**config.mk**
```make
export PLATFORM = sky130hd
export DESIGN_NAME = timer_ctrl
export DESIGN_NICKNAME = d
export VERILOG_FILES = /design/src/rtl/timer_pkg.sv /design/src/rtl/timer_counter.sv /design/src/rtl/timer_ctrl.sv
export SDC_FILE = /design/constraint.sdc
export NUM_CORES = 1
export LEC_CHECK = 0
export ABC_AREA = 1
export CORE_ASPECT_RATIO = 1.2
export CORE_UTILIZATION = 49
export CTS_CLUSTER_DIAMETER = 30
export DETAILED_ROUTE_END_ITERATION = 12
export PLACE_DENSITY = 0.78
export SETUP_SLACK_MARGIN = 0.1
export SYNTH_ARGS = -nofsm -noshare
export SYNTH_HDL_FRONTEND = slang
export SYNTH_SLANG_ARGS = --single-unit
```
**constraint.sdc**
```tcl
create_clock -name clk_i -period 2.15 [get_ports clk_i]
set_input_delay 0.3225 -clock clk_i [delete_from_list [all_inputs] [get_ports clk_i]]
set_output_delay 0.3225 -clock clk_i [all_outputs]
set_load 0.01 [all_outputs]
```
**src/rtl/timer_pkg.sv**
```systemverilog
// timer_pkg: types and constants shared by the timer files.
//   TIMER_WIDTH   : default bit width of the period register and the count
//   timer_state_e : controller states IDLE / ARMED / RUN
package timer_pkg;

  localparam int TIMER_WIDTH = 8;

  typedef enum logic [1:0] {
    IDLE  = 2'd0,
    ARMED = 2'd1,
    RUN   = 2'd2
  } timer_state_e;

endpackage

```
**src/rtl/timer_counter.sv**
```systemverilog
// timer_counter: WIDTH-bit up counter with a synchronous clear and an enable.
// The clear input has priority over the enable input.
//   clk_i   : clock, rising edge
//   clr_i   : synchronous clear to zero
//   en_i    : increment by one when high and clr_i is low
//   count_o : current count value
module timer_counter
  import timer_pkg::*;
#(
  parameter int WIDTH = TIMER_WIDTH
) (
  input  logic             clk_i,
  input  logic             clr_i,
  input  logic             en_i,
  output logic [WIDTH-1:0] count_o
);

  logic [WIDTH-1:0] count_q;

  always_ff @(posedge clk_i) begin
    if (clr_i) begin
      count_q <= '0;
    end else if (en_i) begin
      count_q <= count_q + WIDTH'(1);
    end
  end

  assign count_o = count_q;

endmodule

```
**src/rtl/timer_ctrl.sv**
```systemverilog
// timer_ctrl: programmable cycle timer with a cfg_valid/cfg_ready
// configuration handshake, one-shot or auto-reload mode, a terminal-count
// tick and a sticky interrupt flag.
//   clk_i          : clock, rising edge
//   rst_i          : synchronous active-high reset
//   cfg_valid_i    : configuration offered this cycle
//   cfg_ready_o    : configuration can be accepted (IDLE or ARMED)
//   cfg_period_i   : terminal period P in cycles
//   cfg_periodic_i : 1 = auto-reload, 0 = one-shot
//   start_i        : begin counting (single-cycle request)
//   stop_i         : abort counting (single-cycle request)
//   busy_o         : high while in RUN
//   count_o        : current count value
//   tick_o         : terminal-count pulse (RUN and count == P-1)
//   irq_o          : sticky interrupt flag
//   irq_clr_i      : clear irq_o
module timer_ctrl
  import timer_pkg::*;
#(
  parameter int WIDTH = TIMER_WIDTH
) (
  input  logic             clk_i,
  input  logic             rst_i,
  input  logic             cfg_valid_i,
  output logic             cfg_ready_o,
  input  logic [WIDTH-1:0] cfg_period_i,
  input  logic             cfg_periodic_i,
  input  logic             start_i,
  input  logic             stop_i,
  output logic             busy_o,
  output logic [WIDTH-1:0] count_o,
  output logic             tick_o,
  output logic             irq_o,
  input  logic             irq_clr_i
);

  timer_state_e     state_q, state_d;
  logic [WIDTH-1:0] period_q, period_d;
  logic             periodic_q, periodic_d;
  logic             irq_q, irq_d;
  logic             cnt_clr, cnt_en;
  logic             cfg_hs;
  logic [WIDTH-1:0] count;

  timer_counter #(.WIDTH(WIDTH)) u_counter (
    .clk_i   (clk_i),
    .clr_i   (cnt_clr | rst_i),
    .en_i    (cnt_en),
    .count_o (count)
  );

  assign cfg_ready_o = (state_q != RUN);
  assign cfg_hs      = cfg_valid_i && cfg_ready_o;
  // Period cannot change while in RUN and RUN is only entered with a
  // nonzero period, so P-1 never underflows when the compare matters.
  assign tick_o      = (state_q == RUN) && (count == (period_q - WIDTH'(1)));
  assign busy_o      = (state_q == RUN);
  assign count_o     = count;
  assign irq_o       = irq_q;

  always_comb begin
    state_d    = state_q;
    period_d   = period_q;
    periodic_d = periodic_q;
    irq_d      = irq_q;
    cnt_clr    = 1'b1;
    cnt_en     = 1'b0;

    // A tick sets the flag even when a clear arrives in the same cycle.
    if (tick_o) begin
      irq_d = 1'b1;
    end else if (irq_clr_i) begin
      irq_d = 1'b0;
    end

    unique case (state_q)
      IDLE: begin
        if (cfg_hs) begin
          period_d   = cfg_period_i;
          periodic_d = cfg_periodic_i;
          state_d    = ARMED;
        end
      end
      ARMED: begin
        // A new configuration takes precedence over a coincident start.
        if (cfg_hs) begin
          period_d   = cfg_period_i;
          periodic_d = cfg_periodic_i;
        end else if (start_i && (period_q != '0)) begin
          state_d = RUN;
        end
      end
      RUN: begin
        cnt_en  = 1'b1;
        cnt_clr = stop_i || tick_o;
        if (stop_i || (tick_o && !periodic_q)) begin
          state_d = ARMED;
        end
      end
      default: begin
        state_d = IDLE;
      end
    endcase
  end

  always_ff @(posedge clk_i) begin
    if (rst_i) begin
      state_q    <= IDLE;
      period_q   <= '0;
      periodic_q <= 1'b0;
      irq_q      <= 1'b0;
    end else begin
      state_q    <= state_d;
      period_q   <= period_d;
      periodic_q <= periodic_d;
      irq_q      <= irq_d;
    end
  end

endmodule

```
# [Yosys cells after proc, flatten, opt, wreduce, memory -nomap -nowiden]
# Cells that the tools add are included.
[op_classes] addsub=2 n_eq_ne=8 n_mux=9 n_bitwise=1 reduce_logical=13
[ops] operator="adder 8 x 1 -> 8 bit (second input constant)" count=1
[ops] operator="== test 8 bit" count=1
[ops] operator="two-way mux 2 bit" count=4
[ops] operator="inequality test 2 bit (second input constant)" count=4
[ops] operator="nonzero test 8 bit" count=1
[ops] operator="subtractor 8 x 1 -> 8 bit (second input constant)" count=1
[ops] operator="one-hot mux 2 bit (3 select lines)" count=1
[ops] operator="logical AND 1 bit" count=4
[ops] operator="two-way mux 1 bit" count=4
[ops] operator="AND reduction 4 bit" count=1
[ops] operator="== test 2 x 1 -> 1 bit (second input constant)" count=1
[ops] operator="== test 2 bit (second input constant)" count=1
[ops] operator="logical NOT 2 bit" count=1
[ops] operator="logical OR 1 bit" count=2
[ops] operator="inequality test 2 x 1 -> 1 bit (second input constant)" count=1
[ops] operator="AND reduction 2 bit" count=1
[ops] operator="nonzero test 2 bit" count=1
[ops] operator="OR reduction 2 bit" count=1
[ops] operator="logical NOT 1 bit" count=1
[ops] operator="OR 1 bit" count=1
[word_totals] regBits=20 in_bits=15 wordCells=38

# [Logic depth before layout (Yosys ltp)]
[depth] ltp_word=7 mapped_depth=12

# [Hierarchy]
# Synthesis repeated with hierarchy kept, for this count alone.
[hier_totals] cells_unflattened=190 area_unflattened_um2=1229.9
[modules_own_cells] mod="timer_ctrl" n_inst=1 cells_per_inst=142 area_per_inst_um2=868.3 seq_area_each_um2=240.2
[modules_own_cells] mod="timer_counter" n_inst=1 cells_per_inst=48 area_per_inst_um2=361.6 seq_area_each_um2=160.2

# [Worst setup path after synthesis]
# OpenSTA, ideal clock, no wires.
[synth_timing] kind="register -> register" start="register period_q[0]" end="register u_counter.count_q[0] (netlist: u_counter.count_o[0])" setup_time_ns=0.122 arrival_ns=1.556 required_time_ns=2.028 path_slack_ns=0.473 path_stages_with_launch=13 path_buffers=1 period_less_slack_ns=1.677 cell_sequence="dfxtp_1 inv_1 ha_1 inv_1 nand2_1 nand2_1 nand3_1 nor2_1 nand3_1 o21bai_4 or2_1 buf_6 nor2_2"
[synth_via] elab_chain_cells=6
[synth_lines] element="start, declared" line="timer_ctrl.sv:38" rtl="logic [WIDTH-1:0] period_q, period_d;"
[synth_lines] element="start signal, assigned" line="timer_ctrl.sv:114" rtl="period_q <= period_d;"
[synth_lines] element="subtractor 8 x 1 -> 8 bit" line="timer_ctrl.sv:56" rtl="assign tick_o = (state_q == RUN) && (count == (period_q - WIDTH'(1)));"
[synth_lines] element="== test 8 bit" line="timer_ctrl.sv:56"
[synth_lines] element="logical AND 1 bit" line="timer_ctrl.sv:56"
[synth_lines] element="logical OR 1 bit" line="timer_ctrl.sv:95" rtl="cnt_clr = stop_i || tick_o;"
[synth_lines] element="two-way mux 1 bit" line="timer_ctrl.sv:76" rtl="unique case (state_q)"
[synth_lines] element="OR 1 bit" line="timer_ctrl.sv:47" rtl=".clr_i (cnt_clr | rst_i),"
[synth_lines] element="end signal, assigned" line="timer_counter.sv:24" rtl="count_q <= count_q + WIDTH'(1);"
[synth_lines] element="end, declared" line="timer_counter.sv:18" rtl="logic [WIDTH-1:0] count_q;"
# Every way passes these cells.
# A chain may end at the register's enable or synchronous reset.

# [Worst setup path in the final report]
[layout_timing] start="register period_q[0]" end="output port tick_o"
[layout_via] elab_chain_cells=3
[layout_lines] element="subtractor 8 x 1 -> 8 bit" line="timer_ctrl.sv:56"
[layout_lines] element="== test 8 bit" line="timer_ctrl.sv:56"
[layout_lines] element="logical AND 1 bit" line="timer_ctrl.sv:56"
[layout_lines] element="end, declared" line="timer_ctrl.sv:32" rtl="output logic tick_o,"
# Every way passes these cells.

==> reports/metrics.yaml <==
status: "completed"
crit_arrival_ps: 1700
clock_power_share_pct: 14.8
syn2layout_area_growth_pct: 28.53
die_w_um: 47.13
seqPwrFrac_pct: 35.3
synth_warnings: 0
setup_violations: 0
synth_top_area_share_pct: 33.44
drc: 0
htreeDepth: 1
r2r_cells: 12
cts_max_path_buffers: 2
ys_types: 23
dp_hpwl_um: 2143
grt_max_degree: 19
relSlewSlack_pct: 71.98
yosysMostFrequentCell: "nand2_1"
intPower_mw: 0.8464
crit_required_ps: 1830
r2r-end: "u_counter.count_o[4]"
reg2reg_slack_ps: 330
tritoncts: "done"
synthFlopType: "dfxtp_1"
critPathCaptureType: "output pin"
hold_path_end: "periodic_q"
yosysSeqAreaShare_pct: 33.44
whs_path_depth: 2
gr-total-overflow: 0
layout.nets: 226
power_density_nw_per_um2: 956.7
p_sw_mw: 0.6260
syn_inst: 177
io_buffers: 26
antenna_left: 0
cts_root_buffer: "clkbuf_4"
maxCapViolCount: 0
worstHoldStart: "periodic_q"
pwr-share-comb_pct: 49.8
r2r_start: "period_q[0]"
start_util_pct: 51.93
min_path_type: "reg2reg"
clkSinkCount: 20
swShare_pct: 42.52
start_kind: "flop"
antenna_found_initial: 0
syn-num-nets: 195
detail_route.vias_per_cell: 4.958
rows: 19
die_h_um: 56.15
clk_pin_slew_worst_paths_ps: 110
num_vias: 1180
synthArstFlopShare_pct: 0
syn_area_per_cell_um2: 6.765
clock_latency_ps: 300
gp_congestion: 0.8211
post-route-util_pct: 66.74
grt_util_all_layers_pct: 23.70
slew_violations: 0
holdBufCountCts: 0
layout-drive-gt1-share_pct: 13.04
die_area_um2: 2646
antenna_cells: 0
worstPathMaxFanout: 2
grt_pass1_vias: 1131
place_ws_ps: -10.19
drt-wirelength-per-cell_um: 11.58
power.leakage_nw: 0.6584
period_minus_slack_ps: 2024
setup_slack_ps: 125.5
synthesis.area_um2: 1197
rsz0062_at_grt: "yes"
drt-initial-drc-count: 26
critical_path_class: "reg2out"
clock.fmax_mhz: 494.0
crit_chain: "inv_1, ha_2, inv_1, nand2_1, nand2_1, nand3_1, nor2_1, nand3_1, nor2_2, buf_2"
irDropWorstVdd_mv: 0.6020
numCtsBuffers: 3
max_stage_delay_ps: 340
ys_top_cells_by_count: "45 x nand2_1, 23 x inv_1, 20 x dfxtp_1, 19 x nor2_1, 15 x nand3_1"
synth-seq-cells: 20
finalHoldViolCount: 0
fin_crit_sh_pct: 94.16
drtPass1Iterations: 4
crit_path_top_delay_cell: "dfxtp_2"
fin_worst_skew_ps: 1.586
worstMarginPinSlew_ps: 417.7
synth_edf_count: 0
core-area_um2: 2306
pin_count: 27
ys_top_cells_by_area: "dfxtp_1 33%, nand2_1 14%, inv_1 7.2%, xor2_1 6.6%, nand3_1 6.3%"
grt_pass1_wl_um: 4609
yosys.area.top_type: "dfxtp_1"
wirelength_um: 2757
metal layers:
layer | routed length (µm) | vias up | global-route usage, %
li1 | - | 612 | -
met1 | 1125 | 537 | 27.94
met2 | 1486 | 24 | 41.27
met3 | 98 | 7 | 3.247
met4 | 46 | 0 | 8.571
met5 | 0 | - | 0
power groups by stage:
stage	clock (mW)	combinational [mW]	sequential, mW
4_1_cts	0.226	0.731	0.521
3_3_place_gp	0	0.696	0.520
5_1_grt	0.238	0.846	0.529
3_5_place_dp	0	0.719	0.526
2_1_floorplan	0	0.540	0.507
6_report	0.218	0.733	0.520
cells by family after synthesis:
group / after synthesis / synth area share (%)
adders and majority gates: 3 / 3.135
buffers and inverters: 31 / 10.87
AOI/OAI and AO/OA: 20 / 10.55
DFF: 20 / 33.44
xor gates and xnor gates: 11 / 8.047
and+or+nand+nor: 92 / 33.96
worst max-delay path: cells and delay by family, from the launching register on:
kind | cells | cell delay [ps]
simple gates | 6 | 510
flops | 1 | 340
buf+inv | 3 | 270
fa+ha+maj | 1 | 270
state kept, by name (all words and copies together) (netlist names):
name               count
u_counter.count_o      8
state_q                2
irq_o                  1
period_q               8
periodic_q             1
per-stage QoR:
step / cell area [µm²] / TNS [ps] / total power, mW / instances / hold WS, ps
3_5_place_dp: 1490 / -10.19 / 1.244 / 233 / 458.9
5_1_grt: 1539 / -1.064 / 1.613 / 238 / 492.4
4_1_cts: 1529 / 0 / 1.478 / 237 / 474.8
6_report: 1539 / 0 / 1.472 / 238 / 465.2
3_3_place_gp: 1490 / 0 / 1.216 / 233 / 448.1
2_1_floorplan: 1197 / 0 / 1.048 / 177 / 424.1
placed cells by master (no fill, tap or decap), types with 2 or more instances in the layout:
master / instances
dfxtp_1: 18
a211oi_1: 5
ha_1: 2
buf_4: 4
nor2_4: 2
nand4_1: 3
clkbuf_4: 3
nor2_2: 7
inv_1: 22
clkdlybuf4s50_1: 25
nand3_1: 15
inv_2: 4
dfxtp_2: 2
nand2_1: 45
xor2_1: 9
xnor2_1: 2
a21oi_1: 8
o21ai_0: 6
nor2_1: 18
worst max-delay path by stage:
| stage | from | end | cells past startpoint |
|---|---|---|---|
| 2_1_floorplan | period_q[0] | u_counter.count_o[0] | 12 |
| 3_3_place_gp | period_q[0] | tick_o | 10 |
| 3_5_place_dp | period_q[1] | tick_o | 10 |
| 4_1_cts | period_q[0] | tick_o | 10 |
| 5_1_grt | period_q[0] | tick_o | 10 |
| 6_report | period_q[0] | tick_o | 10 |
final cells by class:
class	instances	area [µm²]
Fill cell	219	767.0
Multi-Input combinational cell	126	674.4
Sequential cell	20	402.9
Timing Repair Buffer	30	285.3
Inverter	27	101.3
Tap cell	31	38.79
Clock buffer	4	36.28
what timing repair did:
item                                    in CTS  in global routing
pin swaps                                    2                  1
gates resized for setup                      9                  1
endpoints found under the setup margin       7                  8
setup buffers                                0                  1
Note: power is estimated with default switching activity, not from simulation.
